==> config.mk <==
export PLATFORM = sky130hd
export DESIGN_NAME = debug_reg_snapshot
export DESIGN_NICKNAME = d
export VERILOG_FILES = /design/src/rtl/debug_snap_pkg.sv /design/src/rtl/debug_snap_bank.sv /design/src/rtl/debug_reg_snapshot.sv
export SDC_FILE = /design/constraint.sdc
export NUM_CORES = 2
export LEC_CHECK = 0
export BUFFER_PORTS_ARGS = -buffer_cell sky130_fd_sc_hd__buf_2
export CAP_MARGIN = 40
export CORE_ASPECT_RATIO = 0.6
export CORE_MARGIN = 5
export CORE_UTILIZATION = 45
export DETAILED_ROUTE_END_ITERATION = 6
export PLACE_DENSITY = 0.63
export SLEW_MARGIN = 20
export SYNTH_ARGS = -nofsm -noshare
export SYNTH_HDL_FRONTEND = slang
export SYNTH_SLANG_ARGS = --single-unit
==> constraint.sdc <==
create_clock -name clk -period 111.3 [get_ports clk]
set_input_delay 11.13 -clock clk [delete_from_list [all_inputs] [get_ports clk]]
set_output_delay 11.13 -clock clk [all_outputs]
set_load 0.1 [all_outputs]
==> src/rtl/debug_snap_pkg.sv <==
// Shared types and default sizing for the debug register snapshot block.
package debug_snap_pkg;

    localparam int REG_NUM = 32;
    localparam int ADDR_W  = 5;
    localparam int DATA_W  = 32;

    typedef enum logic [1:0] {
        IDLE  = 2'd0,
        SCAN  = 2'd1,
        DRAIN = 2'd2
    } snap_state_t;

endpackage

==> src/rtl/debug_snap_bank.sv <==
// Double-buffered register storage: the scan fills the back bank while the
// screen reads the front bank, and a swap exchanges their roles atomically.
module debug_snap_bank #(
    parameter int REG_NUM = debug_snap_pkg::REG_NUM,
    parameter int ADDR_W  = debug_snap_pkg::ADDR_W,
    parameter int DATA_W  = debug_snap_pkg::DATA_W
) (
    input  logic              clk,
    input  logic              rst,
    input  logic              wr_en,
    input  logic [ADDR_W-1:0] wr_addr,
    input  logic [DATA_W-1:0] wr_data,
    input  logic              swap,
    input  logic [ADDR_W-1:0] rd_addr,
    output logic [DATA_W-1:0] rd_data
);
    import debug_snap_pkg::*;

    localparam bit FULL_MAP = (REG_NUM >= (1 << ADDR_W));

    logic              front_sel;
    logic              rd_in_range;
    logic              wr_in_range;
    logic [DATA_W-1:0] bank0 [REG_NUM];
    logic [DATA_W-1:0] bank1 [REG_NUM];

    // Addresses beyond the populated registers only need a guard when the
    // address space is larger than the register count.
    generate
        if (FULL_MAP) begin : g_full_map
            assign rd_in_range = 1'b1;
            assign wr_in_range = 1'b1;
        end else begin : g_part_map
            assign rd_in_range = (rd_addr < ADDR_W'(REG_NUM));
            assign wr_in_range = (wr_addr < ADDR_W'(REG_NUM));
        end
    endgenerate

    // Front-bank select: 0 means bank0 is visible to the screen.
    always_ff @(posedge clk or posedge rst) begin
        if (rst) begin
            front_sel <= 1'b0;
        end else if (swap) begin
            front_sel <= ~front_sel;
        end
    end

    // Scan writes always land in whichever bank is currently hidden.
    always_ff @(posedge clk or posedge rst) begin
        if (rst) begin
            for (int i = 0; i < REG_NUM; i++) begin
                bank0[i] <= '0;
                bank1[i] <= '0;
            end
        end else if (wr_en && wr_in_range) begin
            if (front_sel) begin
                bank0[wr_addr] <= wr_data;
            end else begin
                bank1[wr_addr] <= wr_data;
            end
        end
    end

    // Screen read port returns the visible bank, zero for unpopulated addresses.
    always_comb begin
        rd_data = '0;
        if (rd_in_range) begin
            rd_data = front_sel ? bank1[rd_addr] : bank0[rd_addr];
        end
    end

endmodule

==> src/rtl/debug_reg_snapshot.sv <==
// Captures a coherent snapshot of the CPU register file once per debug-screen
// frame. A scan walks every register address, pipelines each word with its
// address by one cycle, and swaps banks only after the last word is stored so
// the screen never sees a half-updated frame.
module debug_reg_snapshot #(
    parameter int REG_NUM = debug_snap_pkg::REG_NUM,
    parameter int ADDR_W  = debug_snap_pkg::ADDR_W,
    parameter int DATA_W  = debug_snap_pkg::DATA_W
) (
    input  logic              clk,
    input  logic              rst,
    input  logic              vsync,
    input  logic              freeze,
    output logic [ADDR_W-1:0] cpu_regAddr,
    input  logic [DATA_W-1:0] cpu_regData,
    input  logic [ADDR_W-1:0] regAddr,
    output logic [DATA_W-1:0] regData,
    output logic              busy,
    output logic [7:0]        snap_cnt
);
    import debug_snap_pkg::*;

    localparam logic [ADDR_W-1:0] LAST_ADDR = ADDR_W'(REG_NUM - 1);

    snap_state_t       state;
    logic              vsync_d;
    logic              vsync_rise;
    logic              cap_valid;
    logic [ADDR_W-1:0] cap_addr;
    logic [DATA_W-1:0] cap_data;
    logic              swap;

    assign vsync_rise = vsync & ~vsync_d;

    // The bank flips on the same edge that leaves DRAIN, together with the
    // final write, so the last word lands in the bank that becomes visible.
    assign swap = (state == DRAIN);

    // Edge detector for the frame sync; tracks vsync in every state so edges
    // seen while busy are simply dropped rather than remembered.
    always_ff @(posedge clk or posedge rst) begin
        if (rst) begin
            vsync_d <= 1'b0;
        end else begin
            vsync_d <= vsync;
        end
    end

    // Scan sequencer: walks cpu_regAddr, captures each word with its address,
    // and counts completed snapshots.
    always_ff @(posedge clk or posedge rst) begin
        if (rst) begin
            state       <= IDLE;
            cpu_regAddr <= '0;
            busy        <= 1'b0;
            snap_cnt    <= 8'd0;
            cap_valid   <= 1'b0;
            cap_addr    <= '0;
            cap_data    <= '0;
        end else begin
            case (state)
                IDLE: begin
                    cap_valid   <= 1'b0;
                    cpu_regAddr <= '0;
                    if (vsync_rise && !freeze) begin
                        state <= SCAN;
                        busy  <= 1'b1;
                    end
                end
                SCAN: begin
                    cap_valid <= 1'b1;
                    cap_addr  <= cpu_regAddr;
                    cap_data  <= cpu_regData;
                    if (cpu_regAddr == LAST_ADDR) begin
                        state <= DRAIN;
                    end else begin
                        cpu_regAddr <= cpu_regAddr + 1'b1;
                    end
                end
                DRAIN: begin
                    state       <= IDLE;
                    busy        <= 1'b0;
                    cap_valid   <= 1'b0;
                    cpu_regAddr <= '0;
                    snap_cnt    <= snap_cnt + 8'd1;
                end
                default: begin
                    state       <= IDLE;
                    busy        <= 1'b0;
                    cap_valid   <= 1'b0;
                    cpu_regAddr <= '0;
                end
            endcase
        end
    end

    debug_snap_bank #(
        .REG_NUM (REG_NUM),
        .ADDR_W  (ADDR_W),
        .DATA_W  (DATA_W)
    ) u_bank (
        .clk     (clk),
        .rst     (rst),
        .wr_en   (cap_valid),
        .wr_addr (cap_addr),
        .wr_data (cap_data),
        .swap    (swap),
        .rd_addr (regAddr),
        .rd_data (regData)
    );

endmodule
==> metrics.txt <==
# TYPE chip_impl_metric gauge
chip_impl_info{name="status",value="complete, no violations"} 1
chip_impl_metric{name="worst-endpoint-required",unit="ps"} 100170
chip_impl_metric{name="drt.antenna.violating_nets",unit=""} 0
chip_impl_metric{name="grt_start_max_net_pins",unit=""} 184
chip_impl_info{name="critical-path-top-cell-by-count",value="sky130_fd_sc_hd__buf_4"} 1
chip_impl_info{name="yosys.cell_count.top_type",value="sky130_fd_sc_hd__dfrtp_1"} 1
chip_impl_metric{name="number_of_global_route_vias_before_repair",unit=""} 57000
chip_impl_metric{name="p_total",unit="mW"} 1.84
chip_impl_metric{name="drt-initial-drc-count",unit=""} 4743
chip_impl_metric{name="grt_util_met3",unit="%"} 4.95
chip_impl_metric{name="portBuffers",unit=""} 86
chip_impl_metric{name="synth-adder-area-share",unit="%"} 0.0396
chip_impl_metric{name="cts.repair.resized",unit=""} 0
chip_impl_metric{name="num_rows",unit=""} 130
chip_impl_info{name="post_synth_top_flop",value="sky130_fd_sc_hd__dfrtp_1"} 1
chip_impl_metric{name="synth_largest_type_area_fraction",unit="%"} 55.5
chip_impl_metric{name="async_flop_share",unit="%"} 100
chip_impl_metric{name="routedWlPerCell",unit="um"} 30.2
chip_impl_metric{name="initial_utilization",unit="%"} 45.3
chip_impl_metric{name="distinct_cell_type_count_of_the_synthesized_netlist",unit=""} 64
chip_impl_metric{name="synthToLayoutAreaGrowth",unit="%"} 11.4
chip_impl_metric{name="yosys-mux-area-fraction",unit="%"} 36.8
chip_impl_metric{name="yosysWarningCount",unit=""} 0
chip_impl_metric{name="synth_simple_gate_area_share",unit="%"} 2.05
chip_impl_metric{name="num-nets-final",unit=""} 6043
chip_impl_metric{name="avgSynthCellArea",unit="um2"} 15.6
chip_impl_metric{name="initial_antenna_violation_count",unit=""} 7
chip_impl_metric{name="post_synth_inst_count",unit=""} 6099
chip_impl_metric{name="post-cts-setup-buffers",unit=""} 0
chip_impl_metric{name="floorplan.core_area",unit="um2"} 210000
chip_impl_metric{name="clock_skew",unit="ps"} 36.9
chip_impl_metric{name="grt_pass1_wl",unit="um"} 402000
chip_impl_metric{name="routed_wirelength",unit="um"} 269000
chip_impl_metric{name="dr.pass1.iters",unit=""} 5
chip_impl_metric{name="synth_enable_flop_cells",unit=""} 0
chip_impl_metric{name="post_drt_via_cell_ratio",unit=""} 6.14
chip_impl_metric{name="drive_above_1_share",unit="%"} 52.7
chip_impl_metric{name="crit_path_max_fanout",unit=""} 102
chip_impl_metric{name="part_of_the_cycle_the_worst_path_needs",unit="%"} 25.0
chip_impl_metric{name="finalWorstPathRequiredPeriod",unit="ps"} 27850
chip_impl_metric{name="power_leakage",unit="nW"} 47.3
chip_impl_metric{name="irDropWorstVdd",unit="mV"} 0.0142
chip_impl_metric{name="route.vias.total",unit=""} 54800
chip_impl_metric{name="setup_violations",unit=""} 0
chip_impl_metric{name="synth-seq-cells",unit=""} 2104
chip_impl_metric{name="drc",unit=""} 0
chip_impl_metric{name="inserted_clock_buffers",unit=""} 195
chip_impl_metric{name="global_route.usage.met1",unit="%"} 37.9
chip_impl_metric{name="worst_slew_pin_slew",unit="ps"} 1010
chip_impl_metric{name="fmax",unit="MHz"} 35.9
chip_impl_metric{name="die_area",unit="um2"} 220000
chip_impl_metric{name="grt.met2_usage",unit="%"} 35.1
chip_impl_info{name="synth_area_leader",value="sky130_fd_sc_hd__dfrtp_1"} 1
chip_impl_info{name="unrepaired_setup_endpoints_after_global_routing",value="false"} 1
chip_impl_metric{name="synth_area",unit="um2"} 94900
chip_impl_metric{name="finalHoldWorstSlack",unit="ps"} 462
chip_impl_metric{name="clkTransAtPathRegs",unit="ps"} 60
chip_impl_info{name="classification_of_the_worst_slack_hold_path",value="register to register"} 1
chip_impl_metric{name="drv_slew",unit=""} 0
chip_impl_metric{name="crit_path_max_incr_delay",unit="ps"} 740
chip_impl_metric{name="worstSkewPairLatency",unit="ps"} 850
chip_impl_metric{name="complex_gate_fraction_of_the_synthesized_area",unit="%"} 2.37
chip_impl_info{name="synth_top_family_by_area",value="multiplexers"} 1
chip_impl_metric{name="gp_congestion",unit=""} 0.770
chip_impl_info{name="top_usage_layer",value="met1"} 1
chip_impl_info{name="root_buffer",value="sky130_fd_sc_hd__clkbuf_16"} 1
chip_impl_metric{name="maximum_level_of_the_cts_h_tree",unit=""} 4
chip_impl_metric{name="powerDensity",unit="nW/um2"} 17.4
chip_impl_metric{name="cts.hold.buffers_added",unit=""} 0
chip_impl_metric{name="global_route.usage.total",unit="%"} 24.3
chip_impl_metric{name="globalRoute.totalOverflow",unit=""} 0
chip_impl_info{name="yosys-top-cells-count",value="sky130_fd_sc_hd__dfrtp_1, sky130_fd_sc_hd__mux2_2, sky130_fd_sc_hd__mux4_2"} 1
chip_impl_metric{name="number_of_failing_hold_endpoints_at_the_final_stage",unit=""} 0
chip_impl_metric{name="worstPathArrival",unit="ps"} 16720
chip_impl_metric{name="die-height",unit="um"} 366
chip_impl_info{name="tritoncts",value="built"} 1
chip_impl_info{name="cp_slowest_cell",value="sky130_fd_sc_hd__buf_4"} 1
chip_impl_metric{name="num_clock_sinks",unit=""} 2104
chip_impl_metric{name="seq_area_frac_synth",unit="%"} 55.5
chip_impl_info{name="kind_of_capture_point_of_the_worst_setup_path",value="output port"} 1
chip_impl_metric{name="clock_path_buffers",unit=""} 4
chip_impl_metric{name="ios",unit=""} 87
chip_impl_metric{name="synthesis.nets",unit=""} 6143
chip_impl_metric{name="max-cap-violations",unit=""} 0
chip_impl_metric{name="hpwl",unit="um"} 157000
chip_impl_info{name="crit_path_cell_trace",value="buf_8 -> buf_12 -> buf_4 -> buf_4 -> buf_16 -> buf_4 -> buf_16 -> mux4_2 -> a22oi_1 -> nand3_1 -> and4_1 -> buf_2"} 1
chip_impl_info{name="path_class",value="input port to output port"} 1
chip_impl_metric{name="die_width",unit="um"} 603
chip_impl_metric{name="post_synth_xor_area_fraction",unit="%"} 0.102
chip_impl_metric{name="timing.slew.headroom",unit="%"} 32.4
chip_impl_info{name="synthTopCellsByArea",value="sky130_fd_sc_hd__dfrtp_1, sky130_fd_sc_hd__mux2_2, sky130_fd_sc_hd__mux4_2"} 1
chip_impl_metric{name="setup_total_negative_slack",unit="ps"} 0
chip_impl_info{name="critical_path.startpoint_type",value="input port"} 1
## layout make-up
| class | instances | area, um2 |
|---|---|---|
| clock inverters | 50 | 581 |
| flip-flops and latches | 2104 | 52700 |
| diodes | 1 | 2.50 |
| multi-input cells | 3373 | 39700 |
| well taps | 2772 | 3470 |
| clock buffers | 292 | 5790 |
| inverters | 8 | 37.5 |
| fillers | 17300 | 104000 |
| repair buffers | 317 | 3420 |
## final timing paths
kind                       depth (start not counted)                end  slack (ps)              from
max in group asynchronous                         12  u_bank.bank1[737]       97310               rst
min in group asynchronous                          2  u_bank.bank1[370]       10230               rst
max                                               12        regData[19]       83450        regAddr[0]
max reg2reg                                        5  u_bank.bank0[345]      108050  u_bank.front_sel
min                                                1        snap_cnt[7]         460       snap_cnt[7]
min reg2reg                                        1        snap_cnt[7]         460       snap_cnt[7]
## power breakdown
part / internal [mW] / total, mW / switching [mW]
logic: 0.123 / 0.286 / 0.163
registers: 0.831 / 0.875 / 0.0437
clock network: 0.386 / 0.683 / 0.297
## placed cells by master, fill, tap and decap left out, drive strengths merged, types with 6 or more instances in the layout
master    instances
and4              8
o22a             12
nor3             27
inv               7
xor2              6
nor2             50
mux2i            87
bufinv           12
mux4            473
a21oi            15
and2             10
o221ai           14
or2               9
nand2           189
a22oi            61
nand2b           12
buf             314
a31oi            11
clkbuf          292
o21ai            22
mux2           2068
clkinvlp          9
o211ai           16
o22ai           120
a221oi           10
nor4             18
a211oi           25
nor2b            25
clkinv           30
nand3            43
dfrtp          2104
## through the flow
stage	area (um2)	setup slack, ps	utilization [%]	cells
global route	106000	83060	50.4	8916
floorplan	94900	40730	-	6099
finish	106000	83450	50.4	8917
global placement	97500	82880	46.5	8483
detailed placement	98700	83260	47.1	8548
CTS	105000	83260	50.2	8890
## cell families after synthesis
kind of cell	count (synthesis)
AOI/OAI and AO/OA	322
muxes	2628
adders and majority gates	3
DFF	2104
xor gates and xnor gates	11
buffers and inverters	622
and+or+nand+nor	409
## registers in the layout (all words and copies together), names as in the netlist
| signal | count |
|---|---|
| vsync_d | 1 |
| state | 2 |
| busy | 1 |
| cap_valid | 1 |
| u_bank.bank1 | 1024 |
| cap_data | 32 |
| cap_addr | 5 |
| snap_cnt | 8 |
| u_bank.bank0 | 1024 |
| cpu_regAddr | 5 |
| u_bank.front_sel | 1 |
## layer usage
| layer | routed length (um) | share of wire, % | vias up |
|---|---|---|---|
| met5 | 26 | 0.0097 | - |
| met4 | 5150 | 1.9 | 4 |
| met3 | 18400 | 6.8 | 323 |
| met2 | 117000 | 44 | 1593 |
| met1 | 128000 | 48 | 30400 |
| li1 | - | - | 22500 |
## critical path, delay by kind of cell
kind,cells,cell delay (ps)
simple gates,2,670
buf+inv,8,3760
mux,1,540
compound gates,1,360
(Power assumes the default switching activity.)
